===== config.mk =====
export PLATFORM = sky130hd
export DESIGN_NAME = apb_master_bridge
export DESIGN_NICKNAME = d
export VERILOG_FILES = /design/src/rtl/apb_master_bridge.sv
export SDC_FILE = /design/constraint.sdc
export NUM_CORES = 1
export LEC_CHECK = 0
export CORE_ASPECT_RATIO = 0.8
export CORE_MARGIN = 2
export CORE_UTILIZATION = 47
export CTS_BUF_LIST = sky130_fd_sc_hd__clkbuf_8
export CTS_CLUSTER_SIZE = 12
export DETAILED_ROUTE_END_ITERATION = 8
export PLACE_DENSITY = 0.87
export SKIP_LAST_GASP = 1
export SYNTH_ARGS = -nofsm -noshare
export SYNTH_HDL_FRONTEND = slang
export SYNTH_SLANG_ARGS = --single-unit

===== constraint.sdc =====
create_clock -name pclock -period 6.8 [get_ports pclock]
set_input_delay 0.68 -clock pclock [delete_from_list [all_inputs] [get_ports pclock]]
set_output_delay 0.68 -clock pclock [all_outputs]
set_load 0.02 [all_outputs]

===== src/rtl/apb_master_bridge.sv =====
`default_nettype none
// +--------------------------------------------------------------------------+
// | Module   : apb_master_bridge                                             |
// | Brief    : Single-outstanding request/response to APB master bridge      |
// |            with registered outputs and an ACCESS-phase wait timeout.     |
// | Revision : 1.0  initial release                                          |
// +--------------------------------------------------------------------------+
module apb_master_bridge #(
  parameter int PADDR_WIDTH    = 32,
  parameter int PWDATA_WIDTH   = 32,
  parameter int PRDATA_WIDTH   = 32,
  parameter int TIMEOUT_CYCLES = 16
) (
  input  logic                    pclock,
  input  logic                    preset,
  input  logic                    req_valid,
  output logic                    req_ready,
  input  logic [PADDR_WIDTH-1:0]  req_addr,
  input  logic                    req_write,
  input  logic [PWDATA_WIDTH-1:0] req_wdata,
  input  logic [3:0]              req_sel,
  output logic                    rsp_valid,
  input  logic                    rsp_ready,
  output logic [PRDATA_WIDTH-1:0] rsp_rdata,
  output logic                    rsp_slverr,
  output logic                    rsp_timeout,
  output logic [PADDR_WIDTH-1:0]  paddr,
  output logic                    prwd,
  output logic [PWDATA_WIDTH-1:0] pwdata,
  output logic [15:0]             psel,
  output logic                    penable,
  input  logic                    pready,
  input  logic [PRDATA_WIDTH-1:0] prdata,
  input  logic                    pslverr
);

  localparam int c_cnt_w = (TIMEOUT_CYCLES > 0) ? $clog2(TIMEOUT_CYCLES + 1) : 1;
  localparam logic [c_cnt_w-1:0] c_last_wait =
      c_cnt_w'((TIMEOUT_CYCLES > 0) ? (TIMEOUT_CYCLES - 1) : 0);
  localparam logic c_timeout_en = (TIMEOUT_CYCLES > 0);

  typedef enum logic [1:0] {
    S_IDLE   = 2'd0,
    S_SETUP  = 2'd1,
    S_ACCESS = 2'd2,
    S_RESP   = 2'd3
  } state_t;

  state_t             r_state;
  logic [c_cnt_w-1:0] r_wait_cnt;
  logic               w_timeout_hit;

  // The current cycle is the last allowed wait; a pready in it still wins.
  assign w_timeout_hit = c_timeout_en && (r_wait_cnt == c_last_wait);

  always_ff @(posedge pclock or posedge preset) begin
    if (preset) begin
      r_state     <= S_IDLE;
      r_wait_cnt  <= '0;
      req_ready   <= 1'b0;
      rsp_valid   <= 1'b0;
      rsp_rdata   <= '0;
      rsp_slverr  <= 1'b0;
      rsp_timeout <= 1'b0;
      paddr       <= '0;
      prwd        <= 1'b0;
      pwdata      <= '0;
      psel        <= '0;
      penable     <= 1'b0;
    end else begin
      case (r_state)
        S_IDLE: begin
          if (req_valid && req_ready) begin
            paddr      <= req_addr;
            prwd       <= req_write;
            pwdata     <= req_wdata;
            psel       <= 16'b1 << req_sel;
            req_ready  <= 1'b0;
            r_wait_cnt <= '0;
            r_state    <= S_SETUP;
          end else begin
            req_ready <= 1'b1;
          end
        end
        S_SETUP: begin
          penable <= 1'b1;
          r_state <= S_ACCESS;
        end
        S_ACCESS: begin
          if (pready) begin
            rsp_rdata   <= prwd ? '0 : prdata;
            rsp_slverr  <= pslverr;
            rsp_timeout <= 1'b0;
            rsp_valid   <= 1'b1;
            psel        <= '0;
            penable     <= 1'b0;
            r_state     <= S_RESP;
          end else begin
            if (c_timeout_en) begin
              r_wait_cnt <= r_wait_cnt + 1'b1;
            end
            if (w_timeout_hit) begin
              rsp_rdata   <= '0;
              rsp_slverr  <= 1'b1;
              rsp_timeout <= 1'b1;
              rsp_valid   <= 1'b1;
              psel        <= '0;
              penable     <= 1'b0;
              r_state     <= S_RESP;
            end
          end
        end
        S_RESP: begin
          if (rsp_ready) begin
            rsp_valid <= 1'b0;
            req_ready <= 1'b1;
            r_state   <= S_IDLE;
          end
        end
        default: begin
          r_state <= S_IDLE;
        end
      endcase
    end
  end

endmodule
`default_nettype wire


==> impl_metrics.py, run 1 <==
metrics = {
    "cells_and_area": {
        "stdcell_area_um2": 7800,
        "num_antenna_cells": 0,
        "areaGrowthSynthToFinish_pct": 54.9,
        "fillers": 693,
        "drive_gt1_share_pct": 19.6,
        "seqCellArea_um2": 3130,
        "multiInputGateArea_um2": 1820,
        "nNetsFinal": 721,
    },
    "worst_setup_path": {
        "cpPeakStageDelay_ns": 0.81,
        "crit_family": "simple AND/OR/NAND/NOR gates",
        "crit_chain": "inv_1 -> ha_1 -> nor2_1 -> nor3_4 -> mux2_2",
        "crit_slowest_cell": "nor3_4",
        "path_max_fanout": 18,
        "arrival_ns": 2.99,
        "crit_required_ns": 7.10,
        "path_class": "flip-flop to flip-flop",
        "cp-end-kind": "flip-flop",
        "start_kind": "flip-flop",
        "critPathBufInv": 1,
    },
    "timing": {
        "slew_headroom_pct": 26.7,
        "tightest_slew_ns": 1.10,
        "fin_crit_ns": 2.69,
        "fin_skew_ns": 0.0176,
        "rsz0062_at_grt": "false",
        "setup_viol": 0,
        "final.setup.tns_ns": 0,
        "drv_slew": 0,
        "final_hold_viol_count": 0,
        "max_freq_ghz": 0.372,
        "fin_crit_sh_pct": 39.6,
    },
    "clock_network": {
        "post-cts-setup-buffers": 0,
        "holdBufCountCts": 0,
        "clkSinkCount": 125,
        "clock_latency_ns": 0.42,
        "cts_buffers": 17,
        "clk_pin_slew_worst_paths_ns": 0.07,
        "ctsResizeCount": 0,
        "htree_levels": 4,
        "root_buffer": "clkbuf_8",
        "clk_path_buf_depth": 2,
        "cts_tree": "built",
    },
    "logic_synthesis": {
        "synth-compound-area-share_pct": 6.63,
        "synthAdderAreaFrac_pct": 1.24,
        "synth_async_sr_flop_share_pct": 100,
        "synth_simple_gate_area_share_pct": 8.32,
        "synthesis.nets": 494,
        "syn_avg_cell_area_um2": 13.2,
        "syn_inst": 382,
        "synth-edff-count": 0,
        "muxShareOfSynthArea_pct": 19.5,
        "synthXorXnorAreaFrac_pct": 0,
        "ys_types": 38,
        "synth-main-ff-cell": "dfrtp_1",
        "synth_seq_area_share_pct": 62.1,
        "synth_warnings": 0,
        "synth_top_family_by_area": "multiplexers",
        "ys_ff_latch": 125,
        "syn-cell-area_um2": 5040,
    },
    "power": {
        "power_density_nw_per_um2": 470,
        "power.total_mw": 3.67,
        "p_leak_nw": 3.36,
        "vdd_drop_max_mv": 0.315,
    },
    "die": {
        "die_h_um": 96.6,
        "dieArea_um2": 11600,
        "fp.dieW_um": 120,
        "rows": 33,
        "start_util_pct": 48.6,
        "core_region_area_um2": 10400,
        "top_level_ports": 225,
    },
    "route": {
        "via_per_inst": 4.98,
        "num_vias": 3796,
        "drtIter0Drc": 282,
        "wl_met1_mm": 5.08,
        "wl_met2_mm": 6.16,
        "highest_layer": "met4",
        "wirelength_mm": 12.3,
        "dr.pass1.iters": 4,
        "met3_wirelength_um": 824,
        "drtAntennaViolNets": 0,
        "wl_per_cell_um": 16.1,
        "drt_drc_violations_left": 0,
    },
    "grt": {
        "grt_first_pass_wirelength_mm": 20.2,
        "overflow": 0,
        "grt_pass1_vias": 3934,
        "grt.total_usage_pct": 22.1,
        "grt_start_max_net_pins": 78,
        "antenna_found_initial": 0,
    },
    "run": {
        "drv_cap": 0,
    },
    "hold_path": {
        "hold_class": "flip-flop to flip-flop",
    },
    "place": {
        "placed_area_um2": 7400,
        "portBuffers": 224,
        "place_hpwl_mm": 8.89,
        "globalplace.congestion": 0.771,
    },
    "run_status": {
        "outcome": "finished, final reports clean",
    },
}
## Yosys cell counts (2+ instances only)
| library cell | n | area (um2) |
|---|---|---|
| nor2b_1 | 2 | 12.5 |
| clkbuf_1 | 6 | 22.5 |
| inv_1 | 6 | 22.5 |
| ha_1 | 5 | 62.6 |
| or3b_2 | 2 | 17.5 |
| mux2i_1 | 2 | 20.0 |
| dfrtp_1 | 125 | 3130 |
| nor2_1 | 18 | 67.6 |
| nor3_1 | 6 | 30.0 |
| o21ai_0 | 27 | 135 |
| nand2_1 | 52 | 195 |
| nand3_1 | 2 | 10.0 |
| buf_2 | 10 | 50.1 |
| o21bai_1 | 2 | 15.0 |
| mux2_2 | 72 | 811 |
| mux2_4 | 10 | 150 |
| nor4_1 | 2 | 12.5 |
| a22o_1 | 10 | 87.6 |
| a21oi_1 | 3 | 15.0 |
| nand2b_1 | 2 | 12.5 |
## placed cells by master, fill, tap and decap left out, types with 2 or more instances in the layout
| cell type | count |
|---|---|
| clkdlybuf4s50_1 | 224 |
| dfrtp_1 | 125 |
| mux2_2 | 72 |
| nand2_1 | 52 |
| o21ai_0 | 27 |
| nor2_1 | 18 |
| clkbuf_8 | 18 |
| mux2_4 | 10 |
| a22o_1 | 10 |
| inv_1 | 8 |
| nor3_1 | 6 |
| ha_1 | 5 |
| clkinv_2 | 4 |
| a21oi_1 | 3 |
| bufinv_16 | 3 |
| nor2b_1 | 2 |
| nand2b_1 | 2 |
| or3b_2 | 2 |
| nor4_1 | 2 |
| o21bai_1 | 2 |
| mux2i_1 | 2 |
| clkinv_4 | 2 |
| clkinvlp_4 | 2 |
| buf_4 | 2 |
## through the flow
stage          instances  worst slack (ns)  hold WS (ns)  util [%]
6_report             762              4.11         0.481      75.3
5_1_grt              762              3.96         0.515      75.3
4_1_cts              762              4.13         0.488      75.3
3_5_place_dp         730              4.01         0.471      71.4
3_3_place_gp         730              4.08         0.461      71.4
2_1_floorplan        382              2.79         0.486         -
## cells by family (layout without fill, tap and decap cells)
kind of cell,after synthesis,after routing
flip-flops,125,125
AO/OA/AOI/OAI,51,51
buffers and inverters,24,264
multiplexers,84,84
adder cells (fa/ha/maj),5,5
AND/OR/NAND/NOR,93,93
## power by group
part | leakage [nW] | internal, mW | total [mW] | switching, mW
Sequential | 1.57 | 1.07 | 1.24 | 0.174
Clock | 0.212 | 0.366 | 0.650 | 0.284
Combinational | 1.58 | 0.916 | 1.78 | 0.860
Total | 3.36 | 2.35 | 3.67 | 1.32
## sequential cells by signal, indices dropped and copies added (netlist names)
signal       cells
rsp_slverr       1
pwdata          32
r_wait_cnt       5
paddr           32
rsp_timeout      1
rsp_rdata       32
r_state          2
req_ready        1
rsp_valid        1
prwd             1
psel            16
penable          1
## final cells by class
type | instances | area share [%]
Sequential cell | 125 | 40.1
Timing Repair Buffer | 226 | 28.9
Multi-Input combinational cell | 233 | 23.3
Clock buffer | 18 | 3.17
Tap cell | 140 | 2.24
Clock inverter | 14 | 1.97
Inverter | 6 | 0.321
## worst reg2reg max path: cells and delay by family, from the launching register on
family                   cells  cell delay (ns)
flip-flops                   1             0.41
buffers and inverters        1             0.09
AND/OR/NAND/NOR              2             1.07
multiplexers                 1             0.43
adder cells (fa/ha/maj)      1             0.57
## metal layers
| metal | vias to the layer above | GRT usage, % |
|---|---|---|
| met3 | 21 | 7.19 |
| met5 | - | 0 |
| li1 | 1781 | - |
| met2 | 153 | 36.5 |
| met1 | 1841 | 27.7 |
| met4 | 0 | 6.61 |
## worst paths after layout
kind	from	endpoint	slack, ns	cells after the start
worst max-delay path	r_state[0]	psel[12]	4.11	5
worst min register to register	rsp_rdata[11]	rsp_rdata[11]	0.48	2
worst max register to register	r_state[0]	psel[12]	4.11	5
min in group asynchronous	preset	pwdata[16]	0.68	2
worst min-delay path	rsp_rdata[11]	rsp_rdata[11]	0.48	2
max in group asynchronous	preset	pwdata[23]	4.71	3
Note: power is estimated with default switching activity, not from simulation.
==> run 2: changes to the inputs <==
--- a/config.mk
+++ b/config.mk
@@ -7,11 +7,11 @@
 export LEC_CHECK = 0
 export CORE_ASPECT_RATIO = 0.8
 export CORE_MARGIN = 2
-export CORE_UTILIZATION = 47
+export CORE_UTILIZATION = 43
 export CTS_BUF_LIST = sky130_fd_sc_hd__clkbuf_8
 export CTS_CLUSTER_SIZE = 12
 export DETAILED_ROUTE_END_ITERATION = 8
-export PLACE_DENSITY = 0.87
+export PLACE_DENSITY = 0.8
 export SKIP_LAST_GASP = 1
 export SYNTH_ARGS = -nofsm -noshare
 export SYNTH_HDL_FRONTEND = slang
==> constraint.sdc (replaced) <==
create_clock -name pclock -period 2.7 [get_ports pclock]
set_input_delay 0.27 -clock pclock [delete_from_list [all_inputs] [get_ports pclock]]
set_output_delay 0.27 -clock pclock [all_outputs]
set_load 0.02 [all_outputs]
==> impl_metrics.py, run 2 (synthesized netlist as in run 1, its figures left out) <==
metrics = {
    "route": {
        "dr.pass1.iters": 4,
        "drt_drc_violations_left": 0,
        "wl_per_cell_um": 16.3,
        "drtIter0Drc": 256,
        "drtAntennaViolNets": 0,
        "num_vias": 3804,
        "via_per_inst": 4.91,
        "wirelength_mm": 12.6,
    },
    "timing": {
        "fin_skew_ns": 0.0121,
        "setup_viol": 0,
        "fin_crit_ns": 2.26,
        "final.setup.tns_ns": 0,
        "tightest_slew_ns": 0.596,
        "final_hold_viol_count": 0,
        "fin_crit_sh_pct": 83.9,
        "slew_headroom_pct": 60.2,
        "max_freq_ghz": 0.442,
        "rsz0062_at_grt": "false",
        "worst_slack_ns": 0.435,
        "drv_slew": 0,
    },
    "place": {
        "place_hpwl_mm": 9.22,
        "dpl_worst_slack_ns": 0.465,
        "placed_area_um2": 7490,
        "globalplace.congestion": 0.843,
        "portBuffers": 224,
        "dp_cells": 743,
    },
    "clock_network": {
        "htree_levels": 4,
        "ctsResizeCount": 0,
        "post-cts-setup-buffers": 0,
        "cts_tree": "built",
        "cts_buffers": 17,
        "clk_pin_slew_worst_paths_ns": 0.07,
        "clkSinkCount": 125,
        "root_buffer": "clkbuf_8",
        "holdBufCountCts": 0,
        "clk_path_buf_depth": 2,
        "clock_latency_ns": 0.42,
    },
    "cells_and_area": {
        "mostFrequentLayoutCells": "clkdlybuf4s50_1, dfrtp_1, mux2_2, nand2_1, o21ai_0",
        "num_antenna_cells": 0,
        "areaGrowthSynthToFinish_pct": 56.0,
        "reg_top3": "paddr x32, pwdata x32, rsp_rdata x32",
        "fin_cells": 775,
        "final_common_cell": "clkdlybuf4s50_1",
        "stdcell_area_um2": 7860,
        "nNetsFinal": 726,
        "drive_gt1_share_pct": 20.4,
    },
    "die": {
        "top_level_ports": 225,
        "die_h_um": 101,
        "core_region_area_um2": 11500,
        "start_util_pct": 43.9,
        "dieArea_um2": 12600,
        "rows": 35,
        "fp.dieW_um": 125,
    },
    "worst_setup_path": {
        "worst-path-stages": 6,
        "start_kind": "flip-flop",
        "crit_required_ns": 3.01,
        "critPathBufInv": 2,
        "cpPeakStageDelay_ns": 0.54,
        "cp-end-kind": "flip-flop",
        "crit_family": "adder cells",
        "arrival_ns": 2.57,
        "crit_chain": "inv_1 -> ha_1 -> nor2_1 -> nor3_4 -> buf_4 -> mux2_2",
        "path_class": "flip-flop to flip-flop",
        "r2r_cells": 6,
        "crit_slowest_cell": "ha_1",
        "path_max_fanout": 18,
    },
    "grt": {
        "grt_use_met3_pct": 6.90,
        "antenna_found_initial": 0,
        "grt_util_met1_pct": 24.9,
        "grt_start_max_net_pins": 77,
        "grtUsageMet2_pct": 33.7,
        "grt_first_pass_wirelength_mm": 20.2,
        "grt.total_usage_pct": 20.3,
        "overflow": 0,
        "grt_busiest_layer": "met2",
        "grt_pass1_vias": 3990,
    },
    "power": {
        "internal_power_mw": 5.81,
        "clock_power_share_pct": 16.5,
        "power_density_nw_per_um2": 1160,
        "vdd_drop_max_mv": 0.668,
        "power.total_mw": 9.14,
        "seq_power_share_pct": 34.1,
        "p_comb_share_pct": 49.4,
        "p_sw_mw": 3.32,
        "p_leak_nw": 3.38,
        "swShare_pct": 36.4,
    },
    "run": {
        "drv_cap": 0,
    },
    "hold_path": {
        "hold_class": "input port to asynchronous set/reset pin",
    },
    "run_status": {
        "outcome": "finished, final reports clean",
    },
}
## run 2: per-layer routing
layer / part of all wire (%) / up-vias / routed length (um)
met5: 0 / - / 0
met4: 1.5 / 0 / 193
met3: 6.6 / 18 / 829
met2: 51 / 147 / 6370
met1: 41 / 1848 / 5210
li1: - / 1791 / -
## run 2: path summary, 6_finish.rpt
path,start,endpoint,slack (ns)
min in group pclock,prdata[25],rsp_rdata[25],0.40
max reg2reg,r_state[0],psel[10],0.44
min,preset,paddr[19],0.30
max in group asynchronous,preset,psel[9],2.03
max,r_state[0],psel[10],0.44
min reg2reg,rsp_rdata[31],rsp_rdata[31],0.49
## run 2: power groups by stage
stage          Sequential [mW]  Combinational, mW  Clock [mW]
6_report                  3.12               4.52        1.50
5_1_grt                   3.23               4.78        1.66
4_1_cts                   3.12               4.57        1.54
3_5_place_dp              3.16               4.55           0
3_3_place_gp              3.10               4.45           0
2_1_floorplan             4.07               1.50           0
## run 2: worst min-delay path, delay by kind of cell
family / cells / cell delay, ns
buffers and inverters: 3 / 0.83
## run 2: metrics by stage
stage	hold slack (ns)	utilization (%)
2_1_floorplan	0.396	-
3_3_place_gp	0.462	65.3
3_5_place_dp	0.472	65.3
4_1_cts	0.293	68.5
5_1_grt	0.322	68.5
6_report	0.302	68.5
## run 2: layout make-up
| class | instances | area, um2 |
|---|---|---|
| well taps | 148 | 185 |
| inverters | 6 | 26.3 |
| multi-input cells | 233 | 1820 |
| clock buffers | 20 | 275 |
| fillers | 853 | 3610 |
| clock inverters | 12 | 97.6 |
| repair buffers | 231 | 2330 |
| flip-flops and latches | 125 | 3130 |
